File: config.mk
export PLATFORM = sky130hd
export DESIGN_NAME = branch_resolve_unit_flat
export DESIGN_NICKNAME = d
export VERILOG_FILES = /design/src/rtl/branch_resolve_unit_if.sv /design/src/rtl/branch_resolve_unit.sv /design/src/flat_wrapper.sv
export SDC_FILE = /design/constraint.sdc
export NUM_CORES = 1
export LEC_CHECK = 0
export BUFFER_PORTS_ARGS = -buffer_cell sky130_fd_sc_hd__buf_2
export CAP_MARGIN = 20
export CORE_MARGIN = 4
export CORE_UTILIZATION = 52
export CTS_CLUSTER_SIZE = 16
export DETAILED_ROUTE_END_ITERATION = 8
export PLACE_DENSITY = 0.78
export SYNTH_ARGS = -nofsm -noshare
export SYNTH_HDL_FRONTEND = slang
export SYNTH_SLANG_ARGS = --single-unit
export TNS_END_PERCENT = 10
File: constraint.sdc
create_clock -name clk -period 4.7 [get_ports clk]
set_input_delay 0.235 -clock clk [delete_from_list [all_inputs] [get_ports clk]]
set_output_delay 0.235 -clock clk [all_outputs]
set_load 0.005 [all_outputs]
File: src/rtl/branch_resolve_unit_if.sv
// Interface bundling the pipeline-side signals of the branch resolve unit:
// ID capture inputs, EX operands, predictor update, redirect and statistics.
interface branch_resolve_unit_if #(
  parameter int CNT_W = 32
);
  // Pipeline to unit
  logic             stall;
  logic             id_valid;
  logic [31:0]      id_pc;
  logic             id_is_branch;
  logic             id_is_jal;
  logic             id_is_jalr;
  logic [2:0]       id_funct3;
  logic [31:0]      id_imm;
  logic             id_pred_taken;
  logic [31:0]      ex_rs1;
  logic [31:0]      ex_rs2;

  // Unit to pipeline / predictor
  logic             update_en;
  logic [31:0]      pc_ex;
  logic             actual_taken;
  logic             redirect_valid;
  logic [31:0]      redirect_pc;
  logic             flush;
  logic [CNT_W-1:0] branch_cnt;
  logic [CNT_W-1:0] mispred_cnt;

  modport master (
    output stall, id_valid, id_pc, id_is_branch, id_is_jal, id_is_jalr,
           id_funct3, id_imm, id_pred_taken, ex_rs1, ex_rs2,
    input  update_en, pc_ex, actual_taken, redirect_valid, redirect_pc,
           flush, branch_cnt, mispred_cnt
  );

  modport slave (
    input  stall, id_valid, id_pc, id_is_branch, id_is_jal, id_is_jalr,
           id_funct3, id_imm, id_pred_taken, ex_rs1, ex_rs2,
    output update_en, pc_ex, actual_taken, redirect_valid, redirect_pc,
           flush, branch_cnt, mispred_cnt
  );
endinterface

File: src/rtl/branch_resolve_unit.sv
// EX-stage branch resolution: ID/EX register with stored prediction, outcome
// check, predictor update, mispredict redirect/flush, squash FSM and counters.
module branch_resolve_unit #(
  parameter int FLUSH_CYCLES = 1,
  parameter int CNT_W        = 32
) (
  input logic                  clk,
  input logic                  rst_n,
  branch_resolve_unit_if.slave bus
);

  localparam int REM_W = (FLUSH_CYCLES > 2) ? $clog2(FLUSH_CYCLES) : 1;

  typedef enum logic {
    ST_NORMAL = 1'b0,
    ST_SQUASH = 1'b1
  } state_e;

  typedef struct packed {
    logic        valid;
    logic        is_branch;
    logic        is_jal;
    logic        is_jalr;
    logic [2:0]  funct3;
    logic [31:0] pc;
    logic [31:0] imm;
    logic [31:0] pred_npc;
  } ex_reg_t;

  ex_reg_t          ex_q, ex_d;
  state_e           state_q, state_d;
  logic [REM_W-1:0] remaining_q, remaining_d;
  logic [CNT_W-1:0] branch_cnt_q, branch_cnt_d;
  logic [CNT_W-1:0] mispred_cnt_q, mispred_cnt_d;

  logic [31:0] id_pred_npc;
  logic        cond_taken;
  logic        act_taken;
  logic [31:0] act_npc;
  logic [31:0] jalr_sum;
  logic        fire;
  logic        update_en;
  logic        redirect;

  // Predicted next PC, fixed at capture so EX only compares against it.
  always_comb begin
    id_pred_npc = bus.id_pc + 32'd4;
    if (bus.id_is_branch) begin
      if (bus.id_pred_taken) id_pred_npc = bus.id_pc + bus.id_imm;
    end else if (bus.id_is_jal) begin
      id_pred_npc = bus.id_pc + bus.id_imm;
    end
  end

  always_comb begin
    cond_taken = 1'b0;
    case (ex_q.funct3)
      3'b000:  cond_taken = (bus.ex_rs1 == bus.ex_rs2);
      3'b001:  cond_taken = (bus.ex_rs1 != bus.ex_rs2);
      3'b100:  cond_taken = ($signed(bus.ex_rs1) <  $signed(bus.ex_rs2));
      3'b101:  cond_taken = ($signed(bus.ex_rs1) >= $signed(bus.ex_rs2));
      3'b110:  cond_taken = (bus.ex_rs1 <  bus.ex_rs2);
      3'b111:  cond_taken = (bus.ex_rs1 >= bus.ex_rs2);
      default: cond_taken = 1'b0;
    endcase
  end

  always_comb begin
    act_taken = ex_q.is_branch && cond_taken;
    jalr_sum  = bus.ex_rs1 + ex_q.imm;
    act_npc   = ex_q.pc + 32'd4;
    if (ex_q.is_branch) begin
      if (act_taken) act_npc = ex_q.pc + ex_q.imm;
    end else if (ex_q.is_jal) begin
      act_npc = ex_q.pc + ex_q.imm;
    end else if (ex_q.is_jalr) begin
      act_npc = jalr_sum & 32'hFFFF_FFFE;
    end

    // A stalled instruction waits and fires once on release.
    fire      = ex_q.valid && !bus.stall && (state_q == ST_NORMAL);
    update_en = fire && ex_q.is_branch;
    redirect  = fire && (act_npc != ex_q.pred_npc);
  end

  // Capture priority: squash bubble beats stall, stall beats a new load.
  always_comb begin
    ex_d = ex_q;
    if (redirect || (state_q == ST_SQUASH)) begin
      ex_d = '0;
    end else if (!bus.stall) begin
      ex_d = '0;
      if (bus.id_valid) begin
        ex_d.valid     = 1'b1;
        ex_d.is_branch = bus.id_is_branch;
        ex_d.is_jal    = bus.id_is_jal;
        ex_d.is_jalr   = bus.id_is_jalr;
        ex_d.funct3    = bus.id_funct3;
        ex_d.pc        = bus.id_pc;
        ex_d.imm       = bus.id_imm;
        ex_d.pred_npc  = id_pred_npc;
      end
    end
  end

  always_comb begin
    state_d     = state_q;
    remaining_d = remaining_q;
    case (state_q)
      ST_NORMAL: begin
        if (redirect && (FLUSH_CYCLES > 1)) begin
          state_d     = ST_SQUASH;
          remaining_d = REM_W'(FLUSH_CYCLES - 1);
        end
      end
      ST_SQUASH: begin
        if (!bus.stall) begin
          if (remaining_q <= REM_W'(1)) begin
            state_d     = ST_NORMAL;
            remaining_d = '0;
          end else begin
            remaining_d = remaining_q - REM_W'(1);
          end
        end
      end
      default: begin
        state_d     = ST_NORMAL;
        remaining_d = '0;
      end
    endcase
  end

  always_comb begin
    branch_cnt_d  = branch_cnt_q;
    mispred_cnt_d = mispred_cnt_q;
    if (update_en && (branch_cnt_q != '1))  branch_cnt_d  = branch_cnt_q + CNT_W'(1);
    if (redirect  && (mispred_cnt_q != '1)) mispred_cnt_d = mispred_cnt_q + CNT_W'(1);
  end

  // NOTE: every flop, including the EX payload, is reset so no X can reach
  // the compare/redirect logic; state uses non-blocking assignments only.
  always_ff @(posedge clk or negedge rst_n) begin
    if (!rst_n) begin
      ex_q          <= '0;
      state_q       <= ST_NORMAL;
      remaining_q   <= '0;
      branch_cnt_q  <= '0;
      mispred_cnt_q <= '0;
    end else begin
      ex_q          <= ex_d;
      state_q       <= state_d;
      remaining_q   <= remaining_d;
      branch_cnt_q  <= branch_cnt_d;
      mispred_cnt_q <= mispred_cnt_d;
    end
  end

  assign bus.update_en      = update_en;
  assign bus.pc_ex          = fire ? ex_q.pc : 32'd0;
  assign bus.actual_taken   = fire && act_taken;
  assign bus.redirect_valid = redirect;
  assign bus.redirect_pc    = fire ? act_npc : 32'd0;
  assign bus.flush          = redirect || (state_q == ST_SQUASH);
  assign bus.branch_cnt     = branch_cnt_q;
  assign bus.mispred_cnt    = mispred_cnt_q;

endmodule

File: src/flat_wrapper.sv
// flat-port wrapper written by rule: the top's interface ports become plain ports
module branch_resolve_unit_flat 
#(
  parameter int FLUSH_CYCLES = 1,
  parameter int CNT_W        = 32
)
  (clk, rst_n, bus_stall, bus_id_valid, bus_id_pc, bus_id_is_branch, bus_id_is_jal, bus_id_is_jalr, bus_id_funct3, bus_id_imm, bus_id_pred_taken, bus_ex_rs1, bus_ex_rs2, bus_update_en, bus_pc_ex, bus_actual_taken, bus_redirect_valid, bus_redirect_pc, bus_flush, bus_branch_cnt, bus_mispred_cnt);
  branch_resolve_unit_if #(.CNT_W(CNT_W)) bus_i ();
  input logic clk;
  input logic rst_n;
  input wire logic [$bits(bus_i.stall)-1:0] bus_stall;
  input wire logic [$bits(bus_i.id_valid)-1:0] bus_id_valid;
  input wire logic [$bits(bus_i.id_pc)-1:0] bus_id_pc;
  input wire logic [$bits(bus_i.id_is_branch)-1:0] bus_id_is_branch;
  input wire logic [$bits(bus_i.id_is_jal)-1:0] bus_id_is_jal;
  input wire logic [$bits(bus_i.id_is_jalr)-1:0] bus_id_is_jalr;
  input wire logic [$bits(bus_i.id_funct3)-1:0] bus_id_funct3;
  input wire logic [$bits(bus_i.id_imm)-1:0] bus_id_imm;
  input wire logic [$bits(bus_i.id_pred_taken)-1:0] bus_id_pred_taken;
  input wire logic [$bits(bus_i.ex_rs1)-1:0] bus_ex_rs1;
  input wire logic [$bits(bus_i.ex_rs2)-1:0] bus_ex_rs2;
  output wire logic [$bits(bus_i.update_en)-1:0] bus_update_en;
  output wire logic [$bits(bus_i.pc_ex)-1:0] bus_pc_ex;
  output wire logic [$bits(bus_i.actual_taken)-1:0] bus_actual_taken;
  output wire logic [$bits(bus_i.redirect_valid)-1:0] bus_redirect_valid;
  output wire logic [$bits(bus_i.redirect_pc)-1:0] bus_redirect_pc;
  output wire logic [$bits(bus_i.flush)-1:0] bus_flush;
  output wire logic [$bits(bus_i.branch_cnt)-1:0] bus_branch_cnt;
  output wire logic [$bits(bus_i.mispred_cnt)-1:0] bus_mispred_cnt;
  assign bus_i.stall = bus_stall;
  assign bus_i.id_valid = bus_id_valid;
  assign bus_i.id_pc = bus_id_pc;
  assign bus_i.id_is_branch = bus_id_is_branch;
  assign bus_i.id_is_jal = bus_id_is_jal;
  assign bus_i.id_is_jalr = bus_id_is_jalr;
  assign bus_i.id_funct3 = bus_id_funct3;
  assign bus_i.id_imm = bus_id_imm;
  assign bus_i.id_pred_taken = bus_id_pred_taken;
  assign bus_i.ex_rs1 = bus_ex_rs1;
  assign bus_i.ex_rs2 = bus_ex_rs2;
  assign bus_update_en = bus_i.update_en;
  assign bus_pc_ex = bus_i.pc_ex;
  assign bus_actual_taken = bus_i.actual_taken;
  assign bus_redirect_valid = bus_i.redirect_valid;
  assign bus_redirect_pc = bus_i.redirect_pc;
  assign bus_flush = bus_i.flush;
  assign bus_branch_cnt = bus_i.branch_cnt;
  assign bus_mispred_cnt = bus_i.mispred_cnt;
  branch_resolve_unit #(.FLUSH_CYCLES(FLUSH_CYCLES), .CNT_W(CNT_W)) u_core (.clk(clk), .rst_n(rst_n), .bus(bus_i));
endmodule
## Yosys cells after proc, flatten, opt, wreduce, memory -nomap -nowiden

Cells that the tools add are included.

- Add/subtract/negate cells: 8
- Multiply operators: 0
- Div/mod/pow operators: 0
- Order comparisons: 5
- Eq/ne operators: 11
- Shift-type cells: 0
- Mux-type cells: 17
- Bitwise operators: 2
- Reduce and logical (&&, ||, !) cells: 12

Operators with widths:

| cell | count |
|---|---|
| 103-bit two-way mux | 3 |
| 32-bit two-way mux | 9 |
| 32-bit adder | 3 |
| 32-bit by 1-bit adder with 32-bit output (second input constant) | 2 |
| 32-bit by 3-bit adder with 32-bit output (second input constant) | 2 |
| 32-bit greater-or-equal comparator | 2 |
| 32-bit less-than comparator | 2 |
| 32-bit != test | 2 |
| 32-bit != test (second input constant) | 2 |
| 32-bit equality test | 1 |
| 3-bit equality test (second input constant) | 4 |
| 1-bit logical AND | 8 |
| 1-bit one-hot mux with 6 select lines | 1 |
| 1-bit two-way mux | 4 |
| 3-bit by 1-bit equality test with 1-bit output (second input constant) | 1 |
| 3-bit logical NOT | 1 |
| 2-bit by 1-bit != test with 1-bit output (second input constant) | 1 |
| 1-bit NOT | 2 |
| 2-bit AND reduction | 1 |
| 1-bit <= comparator (second input constant) | 1 |
| 1-bit logical NOT | 1 |
| 1-bit logical OR | 1 |
| 1-bit subtractor (second input constant) | 1 |

- Register bits: 169
- Latch bits: 0
- Bits in writable memories: 0
- Memory bits (read-only): 0
- Input port bits: 139
- Output and inout bits: 132
- Memories kept: 0

## Longest topological paths before layout

Gate-level depths: netlist of the first run.

- Depth after elaboration: 9
- Gate-level depth with buffers: 22
- Mapped depth without buffers: 18

## Least setup slack after synthesis of the first run

No wires, ideal clock.

- Kind: register to register
- From: register u_core.ex_q[64] in the netlist's numbering
- To: register u_core.mispred_cnt_q[1] (netlist: u_core.bus.mispred_cnt[1])
- Setup time: 0.125 ns
- Arrival: 4.492 ns
- Required time: 4.575 ns
- Slack: 0.083 ns
- Cell stages (with the launch flop): 19
- Path buffers: 1
- Period minus slack after synthesis: 4.617 ns
- Path through: dfrtp_1 -> ha_1 -> fa_1 -> a211oi_1 -> nor2_1 -> a211oi_1 -> o21ai_1 -> a21boi_0 -> o21ai_1 -> a221o_1 -> xor2_1 -> o221ai_1 -> xor2_1 -> o221ai_1 -> nor4_2 -> o2111ai_2 -> nand2_2 -> buf_2 -> mux2_2

- Word-level cells in the longest chain between the ends: 7

RTL lines:

| what | RTL line | source |
|---|---|---|
| start: declaration | branch_resolve_unit.sv:30 | `ex_reg_t ex_q, ex_d;` |
| start signal: assignment | branch_resolve_unit.sv:144 | `ex_q <= '0;` |
| start signal: assignment | branch_resolve_unit.sv:150 | `ex_q <= ex_d;` |
| 32-bit by 3-bit adder with 32-bit output | branch_resolve_unit.sv:71 | `act_npc = ex_q.pc + 32'd4;` |
| 32-bit two-way mux | branch_resolve_unit.sv:76 | `end else if (ex_q.is_jalr) begin` |
| 32-bit two-way mux | branch_resolve_unit.sv:74 | `end else if (ex_q.is_jal) begin` |
| 32-bit two-way mux (*) | branch_resolve_unit.sv:72 | `if (ex_q.is_branch) begin` |
| 32-bit != test (*) | branch_resolve_unit.sv:83 | `redirect = fire && (act_npc != ex_q.pred_npc);` |
| 1-bit logical AND (*) | branch_resolve_unit.sv:83 |  |
| 1-bit logical AND (*) | branch_resolve_unit.sv:137 | `if (redirect && (mispred_cnt_q != '1)) mispred_cnt_d = mispred_cnt_q + CNT_W'(1);` |
| end signal: assignment | branch_resolve_unit.sv:154 | `mispred_cnt_q <= mispred_cnt_d;` |
| end: declaration | branch_resolve_unit.sv:34 | `logic [CNT_W-1:0] mispred_cnt_q, mispred_cnt_d;` |

Every way passes the cells marked *; elsewhere a longest branch is shown, timed or not.
A chain may end at the register's enable or synchronous reset.

## Worst setup path in the final report of the first run

- From: register u_core.ex_q[32] in the netlist's numbering
- To: output bus_redirect_valid

- Word-level cells in the longest chain between the ends: 6

RTL lines:

| what | RTL line | source |
|---|---|---|
| 32-bit adder | branch_resolve_unit.sv:70 | `jalr_sum = bus.ex_rs1 + ex_q.imm;` |
| 32-bit two-way mux | branch_resolve_unit.sv:76 |  |
| 32-bit two-way mux | branch_resolve_unit.sv:74 |  |
| 32-bit two-way mux (*) | branch_resolve_unit.sv:72 |  |
| 32-bit != test (*) | branch_resolve_unit.sv:83 |  |
| 1-bit logical AND (*) | branch_resolve_unit.sv:83 |  |
| end: declaration | flat_wrapper.sv:25 | `output wire logic [$bits(bus_i.redirect_valid)-1:0] bus_redirect_valid;` |

Marked as above.

==> results of run 1 <==
[logic make-up (layout without fill, tap and decap cells)]
| logic type | after synthesis | in the layout | share of synthesized area (%) |
|---|---|---|---|
| XOR/XNOR | 205 | 205 | 11.7 |
| flip-flops | 168 | 168 | 27.5 |
| AO/OA/AOI/OAI | 536 | 536 | 24.9 |
| AND/OR/NAND/NOR | 619 | 619 | 19.9 |
| adder cells (fa/ha/maj) | 131 | 131 | 10.9 |
| buffers and inverters | 150 | 658 | 4.36 |
| multiplexers | 11 | 11 | 0.753 |
[per-stage QoR]
stage | instances | hold WS, ps
final | 2712 | 24.3
after global routing | 2712 | 33.5
after CTS | 2708 | 14.6
after detailed placement | 2660 | 252
after global placement | 2660 | 248
after floorplan | 1820 | -60.6
[layer usage]
| layer | share of wire, % | GRT usage, % | vias to the layer above |
|---|---|---|---|
| li1 | - | - | 7753 |
| met1 | 42 | 45.6 | 7858 |
| met2 | 45 | 53.2 | 933 |
| met3 | 9.6 | 5.62 | 142 |
| met4 | 3.8 | 12.5 | 0 |
| met5 | 0 | 0 | - |
[layout by cell type, fill, tap and decap left out, types with 43 or more instances in the layout]
cell     Yosys  routed
a21o_1      43      43
nor2_1     142     140
dfrtp_1    168     168
ha_1       128     126
nand3_1     73      73
and3_1      63      63
buf_4        1     254
a22o_1     101     101
o21ai_0     94      87
nand2_1    159     158
inv_1       85      84
buf_2        8     267
xor2_1      87      87
xnor2_1    118     116
a21oi_1    103      99
[final cells by class]
class	instances	area, µm²	area share [%]
clock inverter	11	136	0.683
sequential	168	4200	21.1
inverter	85	319	1.60
tap	384	480	2.41
multi-input combinational	1502	10800	53.9
clock buffer	21	460	2.31
timing repair buffer	541	3600	18.1
[worst max-delay path, stage by stage, from the launching register on]
cell and delay (ps):
dfrtp_1 440, buf_6 150, and2_4 130, fa_2 340, a21o_1 200, a221oi_2 220, buf_4 160, nor3_4 50
o211ai_1 260, and3_1 200, nor3_1 40, or3_1 370, o22ai_2 200, a311oi_2 80, a2111oi_4 420, nand4_1 150
nor4_2 330, o2111ai_2 250, buf_6 180, and2_4 160, buf_6 110
[state kept, by name (all words and copies together) (netlist names)]
| name | flops |
|---|---|
| u_core.bus.branch_cnt | 32 |
| u_core.bus.mispred_cnt | 32 |
| u_core.ex_q | 103 |
| u_core.state_q | 1 |
[power groups by stage]
| stage | clock network (mW) | logic [mW] | registers (mW) |
|---|---|---|---|
| 5_1_grt | 1.54 | 2.38 | 1.74 |
| 3_3_place_gp | 0 | 1.99 | 1.73 |
| 6_report | 1.48 | 2.21 | 1.73 |
| 3_5_place_dp | 0 | 2.03 | 1.74 |
| 4_1_cts | 1.48 | 2.12 | 1.72 |
| 2_1_floorplan | 0 | 1.16 | 1.68 |
[worst paths after layout]
path | start | cells after the start | to
max in group asynchronous | rst_n | 3 | u_core.ex_q[95]
max reg2reg | u_core.ex_q[32] | 21 | u_core.ex_q[23]
min reg2reg | u_core.bus.branch_cnt[8] | 1 | u_core.bus.branch_cnt[8]
min in group asynchronous | rst_n | 2 | u_core.bus.mispred_cnt[21]
max | u_core.ex_q[32] | 20 | bus_redirect_valid
min | bus_id_funct3[1] | 2 | u_core.ex_q[97]
[timing repair]
item,CTS,global route
gates cloned,6,0
pin swaps,22,34
buffers inserted,9,4
endpoints found under the hold margin,61,0
hold buffers,1,0
gates resized for setup,42,38
endpoints found under the setup margin,134,137
==> out/results.txt, run 1 <==
run status: finished, violations left
violated checks: negative setup slack
maximum number of pins on one net before global-route repair: 64
pre-CTS setup slack: -539 ps
Bufs on Longest Clock Path: 2
Post-synth top cells: 168 x dfrtp_1, 159 x nand2_1, 142 x nor2_1
final standard cell area without fillers: 20000 µm²
post-detailed-route via-to-cell ratio: 6.15
Yosys warning total: 0
worst endpoint required time: 4470 ps
root buf cell: clkbuf_16
share of total power in sequential cells: 31.9%
arrival time of data at the critical path endpoint: 4870 ps
residual DRC count: 0
Area Growth Syn to Fin: 30.5%
mean cell area of the mapped netlist: 8.40 µm²
post-route total power: 5.42 mW
Die Span Y: 179 µm
Detailed Routing Iterations Pass 1: 6
initial antenna violation count: 0
hold violation total from the final report: 0
clock insertion delay at the later pin of the skew report: 450 ps
period utilisation layout: 109%
Netlist Area Pre-Place: 15300 µm²
classification of the worst setup path: reg2out
Buffers on Ports: 270
fillers: 2284
clock-pin slew reported for the worst setup and hold paths after clock tree synthesis: 70 ps
worst clock skew: 23.1 ps
Tightest Pin Transition: 1080 ps
flop and latch count out of synthesis: 168
Gate Count Post-Synth: 1820
fmax: 196 MHz
placeable core area: 28900 µm²
number of setup violations in the final report: 131
number of enable flip-flop cells after synthesis: 0
Net count, final: 2585
startpoint class of the critical path: flop
via count of the first global-routing pass: 16100
first-pass GRT wire length: 86900 µm
cell accounting for the most synthesized area: dfrtp_1
CTS H-Tree Depth: 4
static leakage: 10.0 nW
core occupancy in the finished layout: 69.2%
Worst Setup End Kind: output port
count of distinct cell types in the synthesized netlist: 80
routed wire length per instance: 20.8 µm
Initial DRC Count: 1722
portion of the post-synthesis area used by sequential elements: 27.5%
detailed-route wire length: 56300 µm
share of flip-flops with an asynchronous set or reset: 100%
Clock Sink Count: 168
final number of max-transition violations: 0
GRT Residual Overflow: 0
worst min-delay path category: in2reg
worst ir drop on vdd: 0.277 mV
clock share of power: 27.3%
main flop type after synthesis: dfrtp_1
total number of vias: 16700
layout cell share with drive strength beyond 1: 28.2%
synthesized net count: 2090
RSZ-0062 raised after global routing: true
maximum fanout count along the critical path: 4
setup slack, reg-to-reg: -320 ps
PnR worst setup slack: -403 ps
number of nets with antenna violations after routing: 0
number of cell rows: 62
area share of the largest cell type after synthesis: 27.5%
floorplan die area: 32200 µm²
switching part of the total: 37.2%
power density cells: 272 nW/µm²
Period minus WS final: 5100 ps
Internal Pwr Total: 3.40 mW
max_slew headroom: 27.6%
last weighted congestion value of the routability-driven placer: 1.02
number of max-cap violations: 0
HPWL reported at the end of detailed placement: 44300 µm
count of pins on the block boundary: 271
clock tree from TritonCTS: yes
main area contributors after synthesis: dfrtp_1 27%, ha_1 10%, xnor2_1 6.8%
most frequent cell after synthesis: dfrtp_1
number of clock buffers inserted by TritonCTS: 17
setup TNS: -31370 ps
global-route usage over all layers: 33.3%
die span in x: 179 µm
initial core utilization: 53.0%
antenna diode count: 0
cell area after placement: 18700 µm²
combinational share of power: 40.8%
switching power summed over all nets: 2.02 mW
(Power assumes the default switching activity.)
==> run 2, diff against run 1 <==
--- a/config.mk
+++ b/config.mk
@@ -8,10 +8,10 @@
 export BUFFER_PORTS_ARGS = -buffer_cell sky130_fd_sc_hd__buf_2
 export CAP_MARGIN = 20
 export CORE_MARGIN = 4
-export CORE_UTILIZATION = 52
+export CORE_UTILIZATION = 58
 export CTS_CLUSTER_SIZE = 16
 export DETAILED_ROUTE_END_ITERATION = 8
-export PLACE_DENSITY = 0.78
+export PLACE_DENSITY = 0.82
 export SYNTH_ARGS = -nofsm -noshare
 export SYNTH_HDL_FRONTEND = slang
 export SYNTH_SLANG_ARGS = --single-unit
==> constraint.sdc (replaced) <==
create_clock -name clk -period 5.52 [get_ports clk]
set_input_delay 0.276 -clock clk [delete_from_list [all_inputs] [get_ports clk]]
set_output_delay 0.276 -clock clk [all_outputs]
set_load 0.005 [all_outputs]
==> out/results.txt, run 2 (synthesized netlist as in run 1, its figures left out) <==
root buf cell: clkbuf_16
count of pins on the block boundary: 271
Net count, final: 2365
Clock Sink Count: 168
via count of the first global-routing pass: 15100
worst endpoint required time: 5240 ps
layout cell share with drive strength beyond 1: 19.3%
Period minus WS final: 5350 ps
HPWL reported at the end of detailed placement: 43300 µm
register containing the most flip-flops in the final layout: u_core.ex_q
most frequent cells in the layout: 269 x buf_2, 168 x dfrtp_1, 159 x nand2_1
final number of max-transition violations: 0
global-route usage over all layers: 35.6%
floorplan die area: 29000 µm²
Detailed Routing Iterations Pass 1: 6
clock tree from TritonCTS: yes
worst ir drop on vdd: 0.226 mV
initial antenna violation count: 0
Tightest Pin Transition: 1010 ps
Buffers on Ports: 270
PnR worst setup slack: 168 ps
post-detailed-route via-to-cell ratio: 6.46
final cell count without fillers: 2443
run status: finished clean
die span in x: 170 µm
placeable core area: 26000 µm²
period utilisation layout: 96.9%
fmax: 187 MHz
CTS H-Tree Depth: 4
first-pass GRT wire length: 81400 µm
worst hold slack: 84.9 ps
clock-pin slew reported for the worst setup and hold paths after clock tree synthesis: 90 ps
number of max-cap violations: 0
maximum fanout count along the critical path: 6
hold violation total from the final report: 0
classification of the worst setup path: reg2out
initial core utilization: 58.8%
arrival time of data at the critical path endpoint: 5080 ps
number of nets with antenna violations after routing: 0
static leakage: 8.88 nW
cell area after placement: 17200 µm²
most frequent standard cell in the layout excluding fill and tap cells: buf_2
GRT Residual Overflow: 0
final standard cell area without fillers: 17900 µm²
routed wire length per instance: 22.1 µm
Area Growth Syn to Fin: 17.1%
maximum number of pins on one net before global-route repair: 93
number of clock buffers inserted by TritonCTS: 17
Initial DRC Count: 1644
Bufs on Longest Clock Path: 2
last weighted congestion value of the routability-driven placer: 1.01
number of setup violations in the final report: 0
clock insertion delay at the later pin of the skew report: 440 ps
Worst Setup End Kind: output port
worst clock skew: 21.0 ps
detailed-route wire length: 54100 µm
Die Span Y: 170 µm
residual DRC count: 0
max FFs per register: 103
startpoint class of the critical path: flop
worst min-delay path category: in2reg
power density cells: 238 nW/µm²
number of cell rows: 59
pre-CTS setup slack: 122 ps
antenna diode count: 0
Placed Instances: 2408
total number of vias: 15800
max_slew headroom: 32.5%
[run 2: cell types whose count changed in the layout (fill, tap and decap cells not counted), moves of 4 or more]
cell / delta
buf_4: -208
buf_6: -8
clkinv_8: +6
o21ai_0: +6
buf_16: -4
clkinvlp_4: -4
[run 2: cell type report]
| class | instances | area [µm²] |
|---|---|---|
| inverters | 85 | 319 |
| fillers | 2097 | 8080 |
| clock inverters | 15 | 178 |
| repair buffers | 321 | 1790 |
| multi-input cells | 1502 | 10600 |
| clock buffers | 17 | 425 |
| well taps | 335 | 419 |
| flip-flops and latches | 168 | 4200 |
[run 2: repair_timing]
item | CTS | global route
pin swaps | 0 | 7
resized for setup | 4 | 20
endpoints found under the setup margin | 2 | 28
hold buffers | 1 | 0
buffers inserted | 0 | 2
endpoints found under the hold margin | 91 | 0
[run 2: worst max-delay path, stage by stage (launching register included)]
cell,delay [ps]
dfrtp_1,420
ha_1,250
fa_1,450
a211oi_2,210
nor2_1,110
a211oi_2,240
buf_4,170
o21ai_1,170
a21o_1,230
a21oi_1,170
xnor2_1,160
nor4_1,210
a311oi_1,130
a2111oi_2,470
nand4_1,180
nor4_2,300
o2111ai_2,190
buf_4,220
and2_1,200
buf_2,160
[run 2: path summary, 6_finish.rpt]
kind / slack (ps) / end / cells after the start / from
max: 170 / bus_redirect_valid / 19 / u_core.ex_q[32]
max in group asynchronous: 3460 / u_core.ex_q[11] / 3 / rst_n
max reg2reg: 410 / u_core.bus.mispred_cnt[17] / 20 / u_core.ex_q[32]
min in group asynchronous: 490 / u_core.bus.mispred_cnt[26] / 2 / rst_n
min reg2reg: 490 / u_core.bus.branch_cnt[8] / 1 / u_core.bus.branch_cnt[8]
min: 80 / u_core.ex_q[61] / 2 / bus_id_imm[29]
[run 2: power breakdown]
group          internal (mW)  total, mW  switching (mW)
Sequential              1.32       1.49           0.167
Combinational          0.635       1.55           0.912
Clock                  0.613       1.23           0.615
Total                   2.57       4.26            1.69
[run 2: per-stage QoR]
step | util (%) | TNS, ps | power [mW]
2_1_floorplan | - | 0 | 2.42
3_3_place_gp | 66.0 | 0 | 2.96
3_5_place_dp | 66.0 | 0 | 2.98
4_1_cts | 68.4 | 0 | 4.21
5_1_grt | 68.9 | -5.55 | 4.46
6_report | 68.9 | 0 | 4.27
[run 2: per-layer routing]
metal	routed length, µm	track usage, %	up-vias
li1	-	-	7313
met1	23200	50.9	7573
met2	23600	54.3	788
met3	5400	6.11	113
met4	1940	13.1	0
met5	0	0	-
==> run 3, diff against run 2 <==
--- a/config.mk
+++ b/config.mk
@@ -11,7 +11,7 @@
 export CORE_UTILIZATION = 58
 export CTS_CLUSTER_SIZE = 16
 export DETAILED_ROUTE_END_ITERATION = 8
-export PLACE_DENSITY = 0.82
+export PLACE_DENSITY = 0.79
 export SYNTH_ARGS = -nofsm -noshare
 export SYNTH_HDL_FRONTEND = slang
 export SYNTH_SLANG_ARGS = --single-unit
==> out/results.txt, run 3 (synthesized netlist as in run 1, its figures left out) <==
Crit path buffers/inverters: 3
CTS H-Tree Depth: 4
static leakage: 8.77 nW
period utilisation layout: 98.1%
global routing usage on met3: 4.58%
most frequent cells in the layout: 269 x buf_2, 168 x dfrtp_1, 159 x nand2_1
worst endpoint required time: 5240 ps
via count of the first global-routing pass: 14600
register containing the most flip-flops in the final layout: u_core.ex_q
number of clock buffers inserted by TritonCTS: 17
floorplan die area: 29000 µm²
Placed Instances: 2392
arrival time of data at the critical path endpoint: 5140 ps
met1 demand-to-capacity share in global routing: 49.6%
detailed-route wire length: 51800 µm
fmax: 185 MHz
Tightest Pin Transition: 1170 ps
max FFs per register: 103
most frequent standard cell in the layout excluding fill and tap cells: buf_2
Area Growth Syn to Fin: 15.8%
switching part of the total: 39.5%
combinational share of power: 35.9%
Initial DRC Count: 1724
peak-usage layer in the global routing report: met2
Die Span Y: 170 µm
post-route total power: 4.20 mW
worst hold slack: 70.8 ps
max_slew headroom: 21.3%
global-route usage over all layers: 34.4%
Worst path top cell family by delay: simple AND/OR/NAND/NOR gates
residual DRC count: 1
routed wire length per instance: 21.4 µm
HPWL reported at the end of detailed placement: 41200 µm
switching power summed over all nets: 1.66 mW
Period minus WS final: 5410 ps
Net count, final: 2349
number of nets with antenna violations after routing: 0
hold violation total from the final report: 0
startpoint class of the critical path: input port
power density cells: 237 nW/µm²
initial core utilization: 58.8%
root buf cell: clkbuf_16
die span in x: 170 µm
Slowest Stage Delay on Critical Path: 910 ps
worst min-delay path category: in2reg
last weighted congestion value of the routability-driven placer: 1.01
final cell count without fillers: 2426
clock insertion delay at the later pin of the skew report: 440 ps
initial antenna violation count: 0
number of max-cap violations: 0
clock tree from TritonCTS: yes
Clock Sink Count: 168
pre-CTS setup slack: 198 ps
count of pins on the block boundary: 271
post-detailed-route via-to-cell ratio: 6.42
worst clock skew: 19.9 ps
number of setup violations in the final report: 0
worst ir drop on vdd: 0.217 mV
placeable core area: 26000 µm²
Critical Path, Cell by Cell: buf_2, ha_1, nand4_1, nor4_2, nand4_1, mux2i_1, nor3_1, or2_2, nor2_1, o221ai_1, xor2_1, o2111ai_1, nor4_2, o2111ai_2, buf_4, and2_1, buf_2
share of total power in sequential cells: 35.3%
Crit-path slowest cell: nor3_1
layout cell share with drive strength beyond 1: 18.4%
classification of the worst setup path: in2out
Internal Pwr Total: 2.54 mW
clock-pin slew reported for the worst setup and hold paths after clock tree synthesis: 80 ps
GRT Residual Overflow: 0
first-pass GRT wire length: 79000 µm
final number of max-transition violations: 0
run status: finished, violations left
met2 global-route usage: 53.5%
total number of vias: 15600
PnR worst setup slack: 106 ps
number of cell rows: 59
clock share of power: 28.8%
fillers: 2152
maximum number of pins on one net before global-route repair: 97
Buffers on Ports: 270
antenna diode count: 0
Worst Setup End Kind: output port
maximum fanout count along the critical path: 7
Bufs on Longest Clock Path: 2
Detailed Routing Iterations Pass 1: 9
violated checks: design-rule violations
## run 3: cell types whose count changed in the layout (fill, tap and decap cells not counted), sizes merged
cell and delta:
clkinv -3, buf -16, clkinvlp +2
## run 3: layout make-up
| type | count | area, µm² | area share (%) |
|---|---|---|---|
| inverters | 85 | 319 | 1.80 |
| multi-input cells | 1502 | 10500 | 59.4 |
| flip-flops and latches | 168 | 4200 | 23.7 |
| clock buffers | 17 | 425 | 2.40 |
| well taps | 335 | 419 | 2.37 |
| repair buffers | 305 | 1660 | 9.38 |
| clock inverters | 14 | 155 | 0.876 |
## run 3: worst paths after layout
check,start,to,slack (ps),cells past startpoint
setup / recovery,bus_ex_rs1[23],bus_redirect_valid,110,17
hold / removal,bus_id_imm[30],u_core.ex_q[62],70,2
setup reg to reg,u_core.ex_q[40],u_core.bus.mispred_cnt[17],410,19
hold reg to reg,u_core.bus.branch_cnt[5],u_core.bus.branch_cnt[5],490,1
max in group asynchronous,rst_n,u_core.ex_q[23],3580,3
min in group asynchronous,rst_n,u_core.bus.mispred_cnt[25],500,2
## run 3: metal layers
| layer | up-vias | share of wire (%) |
|---|---|---|
| met5 | - | 0 |
| met4 | 0 | 3.6 |
| met3 | 118 | 10 |
| met2 | 805 | 44 |
| met1 | 7400 | 43 |
| li1 | 7258 | - |
## run 3: power by group through the flow
stage	combinational (mW)	clock [mW]	sequential (mW)
global route	1.63	1.27	1.49
finish	1.51	1.21	1.48
floorplan	0.990	0	1.43
detailed placement	1.45	0	1.49
global placement	1.42	0	1.49
CTS	1.46	1.23	1.47
## run 3: worst register-to-register path: cells and delay by family (launching register included)
family                     cells  cell delay [ps]
AOI/OAI and AO/OA              9             2430
and+or+nand+nor                4              860
buffers and inverters          3              590
DFF                            1              420
adders and majority gates      1              410
xor gates and xnor gates       2              290
## run 3: what timing repair did
action | CTS | global route
resized for setup | 1 | 15
hold buffers | 1 | 0
cloned | 0 | 0
buffers inserted | 0 | 2
endpoints found under the hold margin | 95 | 0
endpoints found under the setup margin | 2 | 97
pin swaps | 0 | 4
## run 3: per-stage QoR
stage	utilization [%]	TNS [ps]	cell area, µm²
floorplan	-	0	15300
global placement	65.5	0	17000
detailed placement	65.5	0	17000
CTS	67.8	0	17600
global route	68.1	-9.43	17700
finish	68.1	0	17700
